--- src/rtl/lpc_io_slave.sv ---
// LPC I/O-cycle target: decodes host I/O read/write cycles aimed at a 4-byte
// window and turns them into single-cycle register-block strobes.
module lpc_io_slave #(
    parameter logic [15:0] BASE_ADDR = 16'h0A00,
    parameter int unsigned SYNC_WAIT = 0
) (
    input  logic       i_lpc_clk,
    input  logic       i_lpc_rst,
    input  logic       i_lframe_n,
    input  logic [3:0] i_lad,
    output logic [3:0] o_lad,
    output logic       o_lad_oe,
    output logic       o_lpc_ce,
    output logic       o_lpc_we,
    output logic       o_lpc_oe,
    output logic [1:0] o_lpc_addr,
    output logic [7:0] o_lpc_data,
    input  logic [7:0] i_lpc_data,
    output logic       o_busy
);

    localparam logic [3:0] LAD_READY = 4'b0000;
    localparam logic [3:0] LAD_WAIT  = 4'b0101;
    localparam logic [3:0] LAD_IDLE  = 4'b1111;
    localparam logic [3:0] WAIT_LAST = 4'(SYNC_WAIT);

    typedef enum logic [2:0] {
        IDLE,
        CYC,
        ADDR,
        WDATA,
        HTAR,
        SYNC,
        RDATA,
        PTAR
    } state_t;

    state_t      state;
    logic [1:0]  nib_cnt;
    logic [3:0]  wait_cnt;
    logic        is_write;
    logic [11:0] addr_sr;
    logic [3:0]  rdata_hi;
    logic [15:0] full_addr;
    logic        addr_hit;

    // Address as it will stand once the current nibble is shifted in.
    assign full_addr = {addr_sr, i_lad};
    assign addr_hit  = (full_addr[15:2] == BASE_ADDR[15:2]);

    always_ff @(posedge i_lpc_clk) begin
        if (i_lpc_rst) begin
            state      <= IDLE;
            nib_cnt    <= '0;
            wait_cnt   <= '0;
            is_write   <= 1'b0;
            addr_sr    <= '0;
            rdata_hi   <= '0;
            o_lad      <= LAD_IDLE;
            o_lad_oe   <= 1'b0;
            o_lpc_ce   <= 1'b0;
            o_lpc_we   <= 1'b0;
            o_lpc_oe   <= 1'b0;
            o_lpc_addr <= '0;
            o_lpc_data <= '0;
            o_busy     <= 1'b0;
        end else if (!i_lframe_n) begin
            // LFRAME# low always wins: abort whatever is in flight.
            state    <= (i_lad == 4'b0000) ? CYC : IDLE;
            nib_cnt  <= '0;
            o_lad    <= LAD_IDLE;
            o_lad_oe <= 1'b0;
            o_lpc_ce <= 1'b0;
            o_lpc_we <= 1'b0;
            o_lpc_oe <= 1'b0;
            o_busy   <= 1'b0;
        end else begin
            case (state)
                IDLE: begin
                    nib_cnt <= '0;
                end

                CYC: begin
                    nib_cnt <= '0;
                    if (i_lad[3:1] == 3'b000) begin
                        is_write <= 1'b0;
                        state    <= ADDR;
                    end else if (i_lad[3:1] == 3'b001) begin
                        is_write <= 1'b1;
                        state    <= ADDR;
                    end else begin
                        state <= IDLE;
                    end
                end

                ADDR: begin
                    addr_sr <= full_addr[11:0];
                    nib_cnt <= nib_cnt + 2'd1;
                    if (nib_cnt == 2'd3) begin
                        nib_cnt <= '0;
                        if (!addr_hit) begin
                            state <= IDLE;
                        end else begin
                            o_lpc_addr <= full_addr[1:0];
                            o_busy     <= 1'b1;
                            if (is_write) begin
                                state <= WDATA;
                            end else begin
                                state    <= HTAR;
                                o_lpc_ce <= 1'b1;
                                o_lpc_oe <= 1'b1;
                            end
                        end
                    end
                end

                WDATA: begin
                    if (nib_cnt == 2'd0) begin
                        o_lpc_data[3:0] <= i_lad;
                        nib_cnt         <= 2'd1;
                    end else begin
                        o_lpc_data[7:4] <= i_lad;
                        nib_cnt         <= '0;
                        state           <= HTAR;
                    end
                end

                HTAR: begin
                    if (nib_cnt == 2'd0) begin
                        nib_cnt <= 2'd1;
                    end else begin
                        nib_cnt  <= '0;
                        wait_cnt <= '0;
                        state    <= SYNC;
                        o_lad_oe <= 1'b1;
                        if (WAIT_LAST == 4'd0) begin
                            o_lad <= LAD_READY;
                            if (is_write) begin
                                o_lpc_ce <= 1'b1;
                                o_lpc_we <= 1'b1;
                            end
                        end else begin
                            o_lad <= LAD_WAIT;
                        end
                    end
                end

                SYNC: begin
                    if (wait_cnt == WAIT_LAST) begin
                        // Ready SYNC clock ends here: strobes drop, read byte is taken.
                        o_lpc_ce <= 1'b0;
                        o_lpc_we <= 1'b0;
                        o_lpc_oe <= 1'b0;
                        nib_cnt  <= '0;
                        if (is_write) begin
                            state <= PTAR;
                            o_lad <= LAD_IDLE;
                        end else begin
                            state    <= RDATA;
                            o_lad    <= i_lpc_data[3:0];
                            rdata_hi <= i_lpc_data[7:4];
                        end
                    end else begin
                        wait_cnt <= wait_cnt + 4'd1;
                        if (wait_cnt + 4'd1 == WAIT_LAST) begin
                            o_lad <= LAD_READY;
                            if (is_write) begin
                                o_lpc_ce <= 1'b1;
                                o_lpc_we <= 1'b1;
                            end
                        end
                    end
                end

                RDATA: begin
                    if (nib_cnt == 2'd0) begin
                        o_lad   <= rdata_hi;
                        nib_cnt <= 2'd1;
                    end else begin
                        o_lad   <= LAD_IDLE;
                        nib_cnt <= '0;
                        state   <= PTAR;
                    end
                end

                PTAR: begin
                    if (nib_cnt == 2'd0) begin
                        o_lad_oe <= 1'b0;
                        nib_cnt  <= 2'd1;
                    end else begin
                        nib_cnt <= '0;
                        o_busy  <= 1'b0;
                        state   <= IDLE;
                    end
                end

                default: begin
                    state <= IDLE;
                end
            endcase
        end
    end

endmodule

--- config.mk ---
export PLATFORM = sky130hd
export DESIGN_NAME = lpc_io_slave
export DESIGN_NICKNAME = d
export VERILOG_FILES = /design/src/rtl/lpc_io_slave.sv
export SDC_FILE = /design/constraint.sdc
export NUM_CORES = 1
export LEC_CHECK = 0
export BUFFER_PORTS_ARGS = -buffer_cell sky130_fd_sc_hd__buf_2
export CORE_AREA = 5 5 127 69
export CTS_CLUSTER_SIZE = 20
export DETAILED_ROUTE_END_ITERATION = 7
export DIE_AREA = 0 0 132 74
export GPL_TIMING_DRIVEN = 0
export HOLD_SLACK_MARGIN = 0.15
export PLACE_DENSITY = 0.49
export SLEW_MARGIN = 20
export SYNTH_ARGS = -nofsm -noshare
export SYNTH_HDL_FRONTEND = slang
export SYNTH_SLANG_ARGS = --single-unit
export TNS_END_PERCENT = 5
--- constraint.sdc ---
create_clock -name i_lpc_clk -period 1.9 [get_ports i_lpc_clk]
set_input_delay 0.38 -clock i_lpc_clk [delete_from_list [all_inputs] [get_ports i_lpc_clk]]
set_output_delay 0.38 -clock i_lpc_clk [all_outputs]
set_load 0.02 [all_outputs]
# Word level (Yosys, flattened, before mapping)
# Cells that the tools add are included.
[op_classes]
add_sub_neg = 2
bitwise = 3
reduce_logical = 30
magnitude_cmp = 0
eq_ne = 26
div_mod_pow = 0
muxes = 50
mul = 0
shift = 0
[op_table]
columns = ["op", "count"]
rows = [
  ["$mux 3", 9],
  ["$mux 4", 6],
  ["$mux 1", 22],
  ["$ne 3x3->1 const B", 7],
  ["$pmux 3 s7", 1],
  ["$reduce_and 3->1", 6],
  ["$ne 2x2->1 const B", 8],
  ["$reduce_and 4->1", 4],
  ["$eq 14x10->1 const B", 1],
  ["$eq 3x3->1 const B", 4],
  ["$logic_not 4->1", 3],
  ["$pmux 4 s3", 1],
  ["$reduce_bool 2->1", 5],
  ["$mux 2", 4],
  ["$ne 8x1->1 const B", 1],
  ["$pmux 1 s2", 4],
  ["$pmux 2 s4", 1],
  ["$pmux 4 s2", 1],
  ["$reduce_and 7->1", 1],
  ["$eq 3x1->1 const B", 2],
  ["$eq 3x2->1 const B", 2],
  ["$logic_not 3->1", 2],
  ["$reduce_and 6->1", 1],
  ["$reduce_bool 3->1", 2],
  ["10 further kinds", 13],
]
[totals]
romBits = 0
latchBits = 0
input_bits = 15
register_bits = 45
elab_cells = 126
ram_bits = 0
out_inout_bits = 19
n_memories = 0

# Logic depth before layout (Yosys ltp)
# Gate-level depths: netlist of run 1.
[logic_depth]
word_depth = 5
mapped_depth = 8
ltp_nobuf = 7

# Worst setup path before layout of run 1
# No wires, ideal clock.
[synth_path]
kind = "reg-to-reg"
startpoint = "reg wait_cnt[0]"
endpoint = "reg rdata_hi[0]"
required_ps = 1772
path_stages_with_launch = 8
n_path_buf = 0
t_arrival_ps = 1488
path_slack_ps = 285
synth_period_minus_slack_ps = 1615
setup_time_ps = 128
cell_sequence = "dfxtp_1 -> inv_1 -> ha_1 -> nor3b_2 -> and2_1 -> nand3_1 -> mux2i_1 -> nor2_1"
[synth_via]
elab_chain_cells = 2
[synth_rtl]
columns = ["item", "line_no", "rtl"]
rows = [
  ["start: declaration", "40", "logic [3:0] wait_cnt;"],
  ["start signal: assignment", "164", "wait_cnt <= wait_cnt + 4'd1;"],
  ["$logic_not 4->1", "149", "if (wait_cnt == WAIT_LAST) begin"],
  ["$reduce_and 4->1 (no line)", "--", ""],
  ["end signal: assignment", "161", "rdata_hi <= i_lpc_data[7:4];"],
  ["end: declaration", "43", "logic [3:0] rdata_hi;"],
]
# No other way between the ends.
# A chain may end at the register's enable or synchronous reset.

# Worst setup path in the final report of run 1
[layout_path]
startpoint = "reg wait_cnt[0]"
endpoint = "reg wait_cnt[3]"
[layout_via]
elab_chain_cells = 3
word_cells_on_any_way = 6
cone_classes = "add/sub (1); eq/ne (1); mux (2); reduce/logical (2)"
[layout_rtl]
columns = ["item", "line_no"]
rows = [
  ["$add 4x1->4 or $logic_not 4->1 (tied branches)", "164, 149"],
  ["$mux 4 or $ne 2x2->1 (tied branches)", "--"],
  ["$pmux 4 s2 or $reduce_and 4->1 (tied branches)", "--"],
]
# Several ways; a longest one is shown, not always the timed one. The select of a mux whose other input is x is not followed.

==> results of run 1 <==
==> where the power goes <==
part / switching (µW) / internal [µW]
clock network: 402 / 495
logic: 69.7 / 38.2
registers: 1.73 / 945
==> kinds of logic (layout without fill, tap and decap cells) <==
logic type | Yosys count | in the layout | synth area share (%)
AO/OA/AOI/OAI | 59 | 59 | 16.2
flip-flops | 45 | 45 | 40.0
XOR/XNOR | 1 | 1 | 0.389
AND/OR/NAND/NOR | 111 | 111 | 25.2
multiplexers | 21 | 21 | 9.33
buffers and inverters | 26 | 66 | 6.66
adder cells (fa/ha/maj) | 4 | 4 | 2.22
==> timing repair <==
item	in CTS	in global routing
resized for setup	3	7
pin swaps	0	1
endpoints found under the setup margin	8	20
==> state kept, by name (all words and copies together) (netlist names) <==
name,cells
addr_sr,12
o_lpc_data,8
o_lad,4
rdata_hi,4
wait_cnt,4
state,3
nib_cnt,2
o_lpc_addr,2
is_write,1
o_busy,1
o_lad_oe,1
o_lpc_ce,1
o_lpc_oe,1
o_lpc_we,1
==> layout make-up <==
| class | instances | area (µm²) |
|---|---|---|
| plain buffers | 15 | 109 |
| clock inverters | 3 | 25.0 |
| clock buffers | 5 | 125 |
| inverters | 11 | 41.3 |
| repair buffers | 32 | 160 |
| flip-flops and latches | 45 | 902 |
| multi-input cells | 196 | 1240 |
| fillers | 783 | 4900 |
| well taps | 100 | 125 |
==> worst paths after layout <==
kind                                   from          end  slack [ns]  cells past startpoint
worst min register to register  addr_sr[11]  addr_sr[11]        0.46                      2
worst max register to register  wait_cnt[0]  wait_cnt[3]        0.11                      7
worst max-delay path            wait_cnt[0]  wait_cnt[3]        0.11                      7
worst min-delay path              i_lpc_rst     state[0]        0.29                      2
==> routing by layer <==
| metal | routed length [µm] | vias up | global-route usage (%) |
|---|---|---|---|
| met2 | 2140 | 52 | 16.3 |
| met1 | 3590 | 925 | 21.7 |
| li1 | - | 1013 | - |
| met3 | 512 | 3 | 5.41 |
| met5 | 0 | - | 0 |
| met4 | 41 | 0 | 3.08 |
==> through the flow <==
stage / utilization (%) / total power (µW)
CTS: 35.4 / 1970
finish: 35.8 / 1950
floorplan: - / 1030
global placement: 33.3 / 1070
global route: 35.8 / 2030
detailed placement: 33.3 / 1070
==> worst reg2reg max path, delay by kind of cell (launching register included) <==
kind / cells / cell delay (ns)
adder cells (fa/ha/maj): 1 / 0.22
AO/OA/AOI/OAI: 2 / 0.38
flip-flops: 1 / 0.39
AND/OR/NAND/NOR: 3 / 0.60
buffers and inverters: 1 / 0.09
==> cells in the mapped netlist, types with 2 or more instances <==
cell type and n:
sky130_fd_sc_hd__nand3_1 6, sky130_fd_sc_hd__nor3_1 8, sky130_fd_sc_hd__o21a_1 2, sky130_fd_sc_hd__buf_4 4, sky130_fd_sc_hd__a21oi_1 26, sky130_fd_sc_hd__nor2_4 2
sky130_fd_sc_hd__clkbuf_8 2, sky130_fd_sc_hd__mux2i_1 21, sky130_fd_sc_hd__ha_1 4, sky130_fd_sc_hd__clkbuf_1 4, sky130_fd_sc_hd__a22oi_1 2, sky130_fd_sc_hd__a31oi_1 3
sky130_fd_sc_hd__nor4_1 2, sky130_fd_sc_hd__o21ai_0 13, sky130_fd_sc_hd__inv_1 11, sky130_fd_sc_hd__buf_2 2, sky130_fd_sc_hd__and2_1 2, sky130_fd_sc_hd__nand2_1 37
sky130_fd_sc_hd__nor2b_1 4, sky130_fd_sc_hd__dfxtp_1 45, sky130_fd_sc_hd__and3_1 2, sky130_fd_sc_hd__a32oi_1 2, sky130_fd_sc_hd__nand2b_1 5, sky130_fd_sc_hd__buf_6 2
sky130_fd_sc_hd__nand4_1 4, sky130_fd_sc_hd__nor2_1 28
==> impl_summary.txt, run 1 <==
----------------------------------------------------
[Floorplan]
  Number of primary I/O pins ... 34
  Initial core utilization ... 29.5%
  Number of placement rows ... 23
  Total die area ... roughly 0.0098 mm²
  Die Width ... 132 µm
  Area of the core ... 0.00763 mm²
  Die height ... between 70 and 80 µm

[Placed design]
  Setup slack after placement ... -0.109 ns
  RD Place Congestion ... slightly above 0.8
  Placed Instance Area ... 0.00254 mm²
  Quantity of I/O buffers inserted on ports ... 32
  HPWL after detailed placement ... approximately 4700 µm
  DP Cell Count ... 399

[Yosys]
  Flops & latches, synth ... 45
  Top area cells in the synthesized netlist ... sky130_fd_sc_hd__dfxtp_1 (40%), sky130_fd_sc_hd__mux2i_1 (9.3%), sky130_fd_sc_hd__nand2_1 (6.2%)
  Area share of the largest cell type after synthesis ... roughly two fifths
  Share of flip-flops with an asynchronous set or reset ... 0%
  Count of unique library cells instantiated by Yosys ... 50
  Seq/Total Area, Yosys ... 40.0%
  Top cell type by total area after synthesis ... sky130_fd_sc_hd__dfxtp_1
  Synthesized area ... 0.00225 mm²
  Main flop type after synthesis ... sky130_fd_sc_hd__dfxtp_1
  Post-synth EDFFs ... 0
  Cell count after synthesis ... between 200 and 300
  Synthesized area per cell ... 8.44 µm²
  Net count of the mapped netlist ... roughly 290
  Yosys Warn Count ... 0

[CTS]
  Number of CTS-inserted buffers ... 5
  Clock tree from TritonCTS ... built
  Worst-skew pair later-pin latency ... roughly 0.29 ns
  Level count of the clock H-tree ... 2
  Max Root-Sink Buffers ... 2
  Clock input transition at the sequential cells of the worst setup and hold paths ... around 0.07 ns
  Buffer cell driving the clock tree root ... sky130_fd_sc_hd__clkbuf_16
  Setup bufs post-CTS ... 0
  Clock net sink count ... 45
  Post-CTS Hold Fix Bufs ... 0

[Power and ir drop]
  Pwr/cell area ... 716 mW/mm²
  Worst vdd rail ir drop ... 296 µV
  Leakage power figure ... 0.00103 µW

[STA]
  RSZ-0062 raised after global routing ... yes
  Setup skew after layout ... approximately 0.0037 ns
  Relative slew slack ... 60.8%
  Hold Vio Cnt, Final ... 0
  Share of the clock period used by the worst path after layout ... 94.4%
  Final number of max-transition violations ... 0
  Worst hold slack ... 0.288 ns
  Fin worst setup slack ... approximately 0.11 ns
  Final worst path period need ... 1.79 ns
  Setup_tns ... 0 ns
  Slew of the pin with the lowest slew margin ... 0.588 ns
  Setup violation total in the final timing report ... 0
  Fmax ... around 560 MHz

[Layout]
  Share of final-layout standard cells stronger than drive strength 1 ... 21.8%
  Design area ... 0.00273 mm²
  Most common library cell in the layout ignoring fill and taps ... sky130_fd_sc_hd__dfxtp_1
  Area added between synthesis and finish ... 21.0%
  Antenna diodes ... 0
  Finished Layout Cells ... 407
  Final #Nets ... 325
  Commonest cells after routing, fill and taps aside ... sky130_fd_sc_hd__dfxtp_1 (44), sky130_fd_sc_hd__nand2_1 (37), sky130_fd_sc_hd__buf_2 (34)

[Critical path]
  Buf/Inv on CP ... 1
  Data arrival time at the worst-slack endpoint ... just under 2 ns
  Slowest cell on the critical path ... sky130_fd_sc_hd__dfxtp_1
  Required time of the critical path ... between 2 and 2.5 ns
  Critical Path Sink Type ... register
  Startpoint type of the worst setup path ... register
  Type of the setup path with the least slack ... register to register
  Cell family with the largest share of critical-path delay ... simple AND/OR/NAND/NOR gates
  Delay contributed by the slowest stage of the critical path ... 0.39 ns
  Series of cell instances along the critical path ... inv_1, ha_1, nor3b_4, nor2_4, and3_1, a41oi_1, a311oi_1
  Biggest fanout along the worst timing path ... 7

[Global route]
  Vias in the first global route ... 1,968
  Remaining Overflow, GRT ... 0
  Total global routing track utilization ... 13.6%
  Largest net degree at the start of global routing ... 17
  Initial antenna violation count ... 0
  Global-route wire length before repair ... roughly 10,000 µm

[Drt]
  Via/cell ratio ... approximately 5
  Vias after detailed routing ... around 2,000
  Initial detailed-routing violation count ... roughly 160
  Routed WL ... approximately 6300 µm
  Avg WL per Cell ... 15.4 µm
  Antenna violation net count after detailed routing ... 0
  Number of remaining DRC errors ... 0
  Initial DRT Pass Iterations ... 4

[Run status]
  Run status ... complete, no violations

[Run]
  MaxCap Viol Count ... 0

[Hold path]
  Hold/Removal Path Class ... input port to register

----------------------------------------------------
Power figures use the tool's default switching activity.
==> run 2: changes to the inputs <==
Settings changed: CORE_AREA 5 5 127 69 to 5 5 120 65, DIE_AREA 0 0 132 74 to 0 0 125 70, PLACE_DENSITY 0.49 to 0.54.
==> run 2 against run 1 <==
Sequential cell count is the same. Combinational power down 6%. Die area fell by 10%. Highest routed layer unchanged.
==> impl_summary.txt, run 2 (synthesis gave the netlist of run 1 again) <==
----------------------------------------------------
[Power and ir drop]
  Pwr/cell area ... between 700 and 800 mW/mm²
  Clk pwr share ... 46.4%
  Seq pwr share ... 48.4%
  Combinational cell fraction of total power ... 5.2%
  Switching share of power ... 22.7%
  Switching power ... 444 µW
  Worst vdd rail ir drop ... 378 µV
  Leakage power figure ... 0.00104 µW
  Internal power component ... 1510 µW

[Floorplan]
  Number of placement rows ... 21
  Area of the core ... 0.00654 mm²
  Die Width ... 125 µm
  Die height ... 70 µm
  Initial core utilization ... 34.4%
  Total die area ... 0.00875 mm²
  Number of primary I/O pins ... 34

[Layout]
  Final #Nets ... 325
  Area added between synthesis and finish ... 20.3%
  Antenna diodes ... 0
  Most common library cell in the layout ignoring fill and taps ... sky130_fd_sc_hd__dfxtp_1
  Finished Layout Cells ... about 400
  Commonest cells after routing, fill and taps aside ... sky130_fd_sc_hd__dfxtp_1 (45), sky130_fd_sc_hd__nand2_1 (37), sky130_fd_sc_hd__buf_2 (34)
  Largest registers ... addr_sr x12, o_lpc_data x8
  Fraction of the core area covered by cells at the end of the flow ... 41.4%
  Register name with the most flops ... addr_sr
  Max FFs per register ... 12
  Share of final-layout standard cells stronger than drive strength 1 ... 21.5%

[CTS]
  Buffer cell driving the clock tree root ... sky130_fd_sc_hd__clkbuf_16
  Post-CTS Hold Fix Bufs ... 0
  Worst-skew pair later-pin latency ... roughly 0.29 ns
  Clock input transition at the sequential cells of the worst setup and hold paths ... 0.07 ns
  Clock tree from TritonCTS ... built
  Number of CTS-inserted buffers ... 5
  Clock net sink count ... 45
  Level count of the clock H-tree ... 2
  Cells resized by post-CTS repair ... 1
  Max Root-Sink Buffers ... 2
  Setup bufs post-CTS ... 0

[Drt]
  Initial DRT Pass Iterations ... 4
  Vias after detailed routing ... 2,003
  Via/cell ratio ... about 5.0
  Number of remaining DRC errors ... 0
  Antenna violation net count after detailed routing ... 0
  Avg WL per Cell ... 14.1 µm
  Initial detailed-routing violation count ... 140
  Routed WL ... 5610 µm

[STA]
  Relative slew slack ... between 60% and 70%
  Fin worst setup slack ... 0.110 ns
  Final number of max-transition violations ... 0
  Slew of the pin with the lowest slew margin ... around 0.54 ns
  Setup violation total in the final timing report ... 0
  Setup skew after layout ... 0.00706 ns
  Hold Vio Cnt, Final ... 0
  Final worst path period need ... approximately 1.8 ns
  Share of the clock period used by the worst path after layout ... between 90% and 100%
  Setup_tns ... 0 ns
  Fmax ... 559 MHz

[Critical path]
  Critical Path Sink Type ... register
  Source of the critical timing path ... nib_cnt[0]
  Startpoint type of the worst setup path ... register
  Required time of the critical path ... 2.07 ns
  Biggest fanout along the worst timing path ... 10
  Launch point of the worst reg-to-reg path ... nib_cnt[0]
  Type of the setup path with the least slack ... register to register
  Data arrival time at the worst-slack endpoint ... 1.96 ns

[Global route]
  Remaining Overflow, GRT ... 0
  Initial antenna violation count ... 0
  Global-route wire length before repair ... 9270 µm
  Largest net degree at the start of global routing ... 16
  Total global routing track utilization ... approximately 13%
  Vias in the first global route ... 1,940

[Hold path]
  Start point of the worst hold path ... i_lpc_rst
  Hold/Removal Path Class ... input port to register

[Placed design]
  Setup slack after placement ... just under 0.009 ns
  RD Place Congestion ... 0.886
  DP Cell Count ... 391
  Quantity of I/O buffers inserted on ports ... 32
  HPWL after detailed placement ... between 4000 and 5000 µm

[Run]
  MaxCap Viol Count ... 0

[Run status]
  Run status ... complete, no violations

----------------------------------------------------
[run 2: cell count changes in the layout (fill, tap and decap cells not counted)]
cell	previous run	this run
sky130_fd_sc_hd__a31oi_2	0	1
sky130_fd_sc_hd__a31oi_4	1	0
sky130_fd_sc_hd__and2_2	0	1
sky130_fd_sc_hd__and2_4	1	0
sky130_fd_sc_hd__clkbuf_8	2	3
sky130_fd_sc_hd__clkinvlp_4	1	0
sky130_fd_sc_hd__dfxtp_1	44	45
sky130_fd_sc_hd__dfxtp_2	1	0
sky130_fd_sc_hd__o21ai_0	12	13
sky130_fd_sc_hd__o21ai_1	1	0
[run 2: power groups by stage]
stage	clock network (µW)	registers [µW]	logic (µW)
after global routing	968	947	112
after detailed placement	0	969	99.3
after floorplan	0	969	60.4
final	909	947	101
after CTS	929	947	99.3
after global placement	0	969	97.0
[run 2: critical path: stages (launching register included)]
cell                      delay (ns)
sky130_fd_sc_hd__dfxtp_1        0.37
sky130_fd_sc_hd__inv_1          0.06
sky130_fd_sc_hd__ha_1           0.21
sky130_fd_sc_hd__buf_2          0.19
sky130_fd_sc_hd__or3_4          0.38
sky130_fd_sc_hd__nor2_4         0.19
sky130_fd_sc_hd__mux2i_1        0.21
sky130_fd_sc_hd__nor2_1         0.05
[run 2: final timing paths]
path | endpoint | slack (ns) | cells past startpoint
setup / recovery | o_lpc_data[7] | 0.11 | 7
hold / removal | state[0] | 0.29 | 2
setup reg to reg | o_lpc_data[7] | 0.11 | 7
hold reg to reg | addr_sr[10] | 0.46 | 2
[run 2: final cells by class]
class | count | area, µm²
clock inverters | 2 | 17.5
well taps | 92 | 115
fillers | 648 | 3830
multi-input cells | 196 | 1230
repair buffers | 32 | 160
clock buffers | 6 | 139
plain buffers | 15 | 109
flip-flops and latches | 45 | 901
inverters | 11 | 41.3
[run 2: stage by stage]
stage	cell area [µm²]	total power [µW]	hold slack (ns)
2_1_floorplan	2250	1030	0.436
3_3_place_gp	2530	1070	0.449
3_5_place_dp	2530	1070	0.453
4_1_cts	2690	1980	0.294
5_1_grt	2710	2030	0.300
6_report	2710	1960	0.295
[run 2: routing by layer]
metal | up-vias | routed length (µm) | part of all wire, % | global-route usage, %
li1 | 1009 | - | - | -
met1 | 942 | 2750 | 49 | 17.9
met2 | 46 | 2530 | 45 | 19.1
met3 | 6 | 256 | 4.6 | 2.74
met4 | 0 | 70 | 1.2 | 4.33
met5 | - | 0 | 0 | 0
==> run 3: changes to the inputs <==
Settings changed: REMOVE_ABC_BUFFERS set to 1.
==> run 3 against run 2 <==
Non-clock buffer count decreased by 14. Die area unchanged. Design area shrank 3.6%. Total power is 2.5% lower. Sequential power up 0.5%. Critical endpoint is now o_lad[0]. Register-to-register slack better by 0.02 ns. Wire length is 4.0% lower. Global-route usage decreased by 0.25 points. Hold slack improved by 0.023 ns. Critical path type unchanged. Highest routed layer unchanged.
==> impl_summary.txt, run 3 (synthesis gave the netlist of run 1 again) <==
----------------------------------------------------
[Run status]
  Run status ... complete, no violations

[Critical path]
  Worst reg-to-reg setup slack ... 0.13 ns
  Startpoint type of the worst setup path ... register
  Required time of the critical path ... 2.12 ns
  Launch point of the worst reg-to-reg path ... wait_cnt[0]
  Cell depth of the worst flop-to-flop path ... 7
  Critical Path Sink Type ... register
  Type of the setup path with the least slack ... register to register
  Biggest fanout along the worst timing path ... 5
  Worst reg2reg path endpoint ... o_lad[0]
  Data arrival time at the worst-slack endpoint ... 2.00 ns

[Power and ir drop]
  Worst vdd rail ir drop ... around 350 µV
  Pwr/cell area ... between 700 and 800 mW/mm²
  Total power of the final layout ... 1910 µW
  Leakage power figure ... about 0.001 µW

[STA]
  Setup violation total in the final timing report ... 0
  Hold Vio Cnt, Final ... 0
  Share of the clock period used by the worst path after layout ... 93.2%
  Setup skew after layout ... 0.00313 ns
  RSZ-0062 raised after global routing ... yes
  Fin worst setup slack ... 0.129 ns
  Fmax ... 565 MHz
  Final number of max-transition violations ... 0
  Relative slew slack ... 54.4%
  Slew of the pin with the lowest slew margin ... 0.683 ns
  Final worst path period need ... 1.77 ns

[Placed design]
  Setup slack after placement ... -0.271 ns
  RD Place Congestion ... around 0.83
  Quantity of I/O buffers inserted on ports ... 33
  HPWL after detailed placement ... 3780 µm
  DP Cell Count ... 377

[CTS]
  Clock input transition at the sequential cells of the worst setup and hold paths ... 0.06 ns
  Clock tree from TritonCTS ... built
  Clock net sink count ... 45
  Cells resized by post-CTS repair ... 5
  Worst-skew pair later-pin latency ... 0.29 ns
  Buffer cell driving the clock tree root ... sky130_fd_sc_hd__clkbuf_16
  Level count of the clock H-tree ... 2
  Setup bufs post-CTS ... 0
  Post-CTS Hold Fix Bufs ... 0
  Number of CTS-inserted buffers ... 5
  Max Root-Sink Buffers ... 2

[Global route]
  Global-route wire length before repair ... slightly above 9000 µm
  Total global routing track utilization ... 12.4%
  Largest net degree at the start of global routing ... 36
  Initial antenna violation count ... 0
  Remaining Overflow, GRT ... 0
  Vias in the first global route ... 1,885

[Drt]
  Avg WL per Cell ... approximately 14 µm
  Vias after detailed routing ... about 2,000
  Antenna violation net count after detailed routing ... 0
  Initial DRT Pass Iterations ... 4
  Initial detailed-routing violation count ... 106
  Number of remaining DRC errors ... 0
  Routed WL ... between 5000 and 6000 µm
  Via/cell ratio ... between 5 and 6

[Floorplan]
  Area of the core ... about 0.0065 mm²
  Number of placement rows ... 21
  Die height ... 70 µm
  Initial core utilization ... about 34%
  Total die area ... 0.00875 mm²
  Die Width ... 125 µm
  Number of primary I/O pins ... 34

[Hold path]
  WHS Path Cells ... 3
  Hold Path Sink ... rdata_hi[3]
  Hold/Removal Path Class ... input port to register
  Start point of the worst hold path ... i_lpc_data[7]

[Layout]
  Largest registers ... addr_sr x12, o_lpc_data x8
  Commonest cells after routing, fill and taps aside ... sky130_fd_sc_hd__dfxtp_1 (43), sky130_fd_sc_hd__nand2_1 (36), sky130_fd_sc_hd__buf_2 (33)
  Final #Nets ... 311
  Share of final-layout standard cells stronger than drive strength 1 ... 21.2%
  Antenna diodes ... 0
  Area added between synthesis and finish ... 16.0%
  Register name with the most flops ... addr_sr
  Finished Layout Cells ... 385
  Fraction of the core area covered by cells at the end of the flow ... 40.0%
  Most common library cell in the layout ignoring fill and taps ... sky130_fd_sc_hd__dfxtp_1
  Max FFs per register ... 12

[Run]
  MaxCap Viol Count ... 0

----------------------------------------------------
==> run 3: cell types whose count changed in the layout (fill, tap and decap cells not counted), sizes merged <==
cell	change
buf	-8
clkbuf	-7
clkinv	+2
inv	-1
==> run 3: area by class of cell <==
class / instances / area (µm²)
Clock buffer: 5 / 125
Clock inverter: 3 / 22.5
Fill cell: 672 / 3930
Inverter: 11 / 41.3
Multi-Input combinational cell: 196 / 1240
Sequential cell: 45 / 903
Tap cell: 92 / 115
Timing Repair Buffer: 33 / 165
==> run 3: worst max-delay path, cell delays in order (launching register included) <==
cell,delay (ns)
sky130_fd_sc_hd__dfxtp_1,0.40
sky130_fd_sc_hd__inv_1,0.09
sky130_fd_sc_hd__ha_1,0.23
sky130_fd_sc_hd__nor2b_1,0.13
sky130_fd_sc_hd__a311o_1,0.37
sky130_fd_sc_hd__a31oi_2,0.29
sky130_fd_sc_hd__nand2_1,0.10
sky130_fd_sc_hd__nand4_1,0.09
==> run 3: stage by stage <==
step | TNS (ns) | hold slack, ns | area, µm²
2_1_floorplan | 0 | 0.430 | 2140
3_3_place_gp | -1.36 | 0.447 | 2420
3_5_place_dp | -1.49 | 0.447 | 2420
4_1_cts | 0 | 0.320 | 2590
5_1_grt | -0.0197 | 0.335 | 2620
6_report | 0 | 0.317 | 2620
==> run 3: how the worst max path moves through the flow <==
| stage | from | depth (start not counted) | slack [ns] | endpoint |
|---|---|---|---|---|
| floorplan | state[2] | 5 | 0.16 | o_lpc_addr[0] |
| global placement | state[2] | 5 | -0.26 | o_lpc_addr[0] |
| detailed placement | state[2] | 5 | -0.27 | o_lpc_addr[0] |
| CTS | state[1] | 5 | 0.004 | o_lpc_addr[0] |
| global route | wait_cnt[0] | 6 | -0.007 | state[0] |
| finish | wait_cnt[0] | 7 | 0.13 | o_lad[0] |
==> run 3: layer usage <==
layer	part of all wire, %	track usage [%]	wire, µm	up-vias
met5	0	0	0	-
li1	-	-	-	985
met3	3.7	2.28	201	7
met1	50	16.8	2690	916
met4	1.2	4.33	65	0
met2	45	20.0	2420	49
==> run 3: power breakdown <==
part | total (µW) | internal, µW | switching, µW
combinational | 86.7 | 30.0 | 56.8
clock | 869 | 489 | 379
sequential | 952 | 946 | 6.36
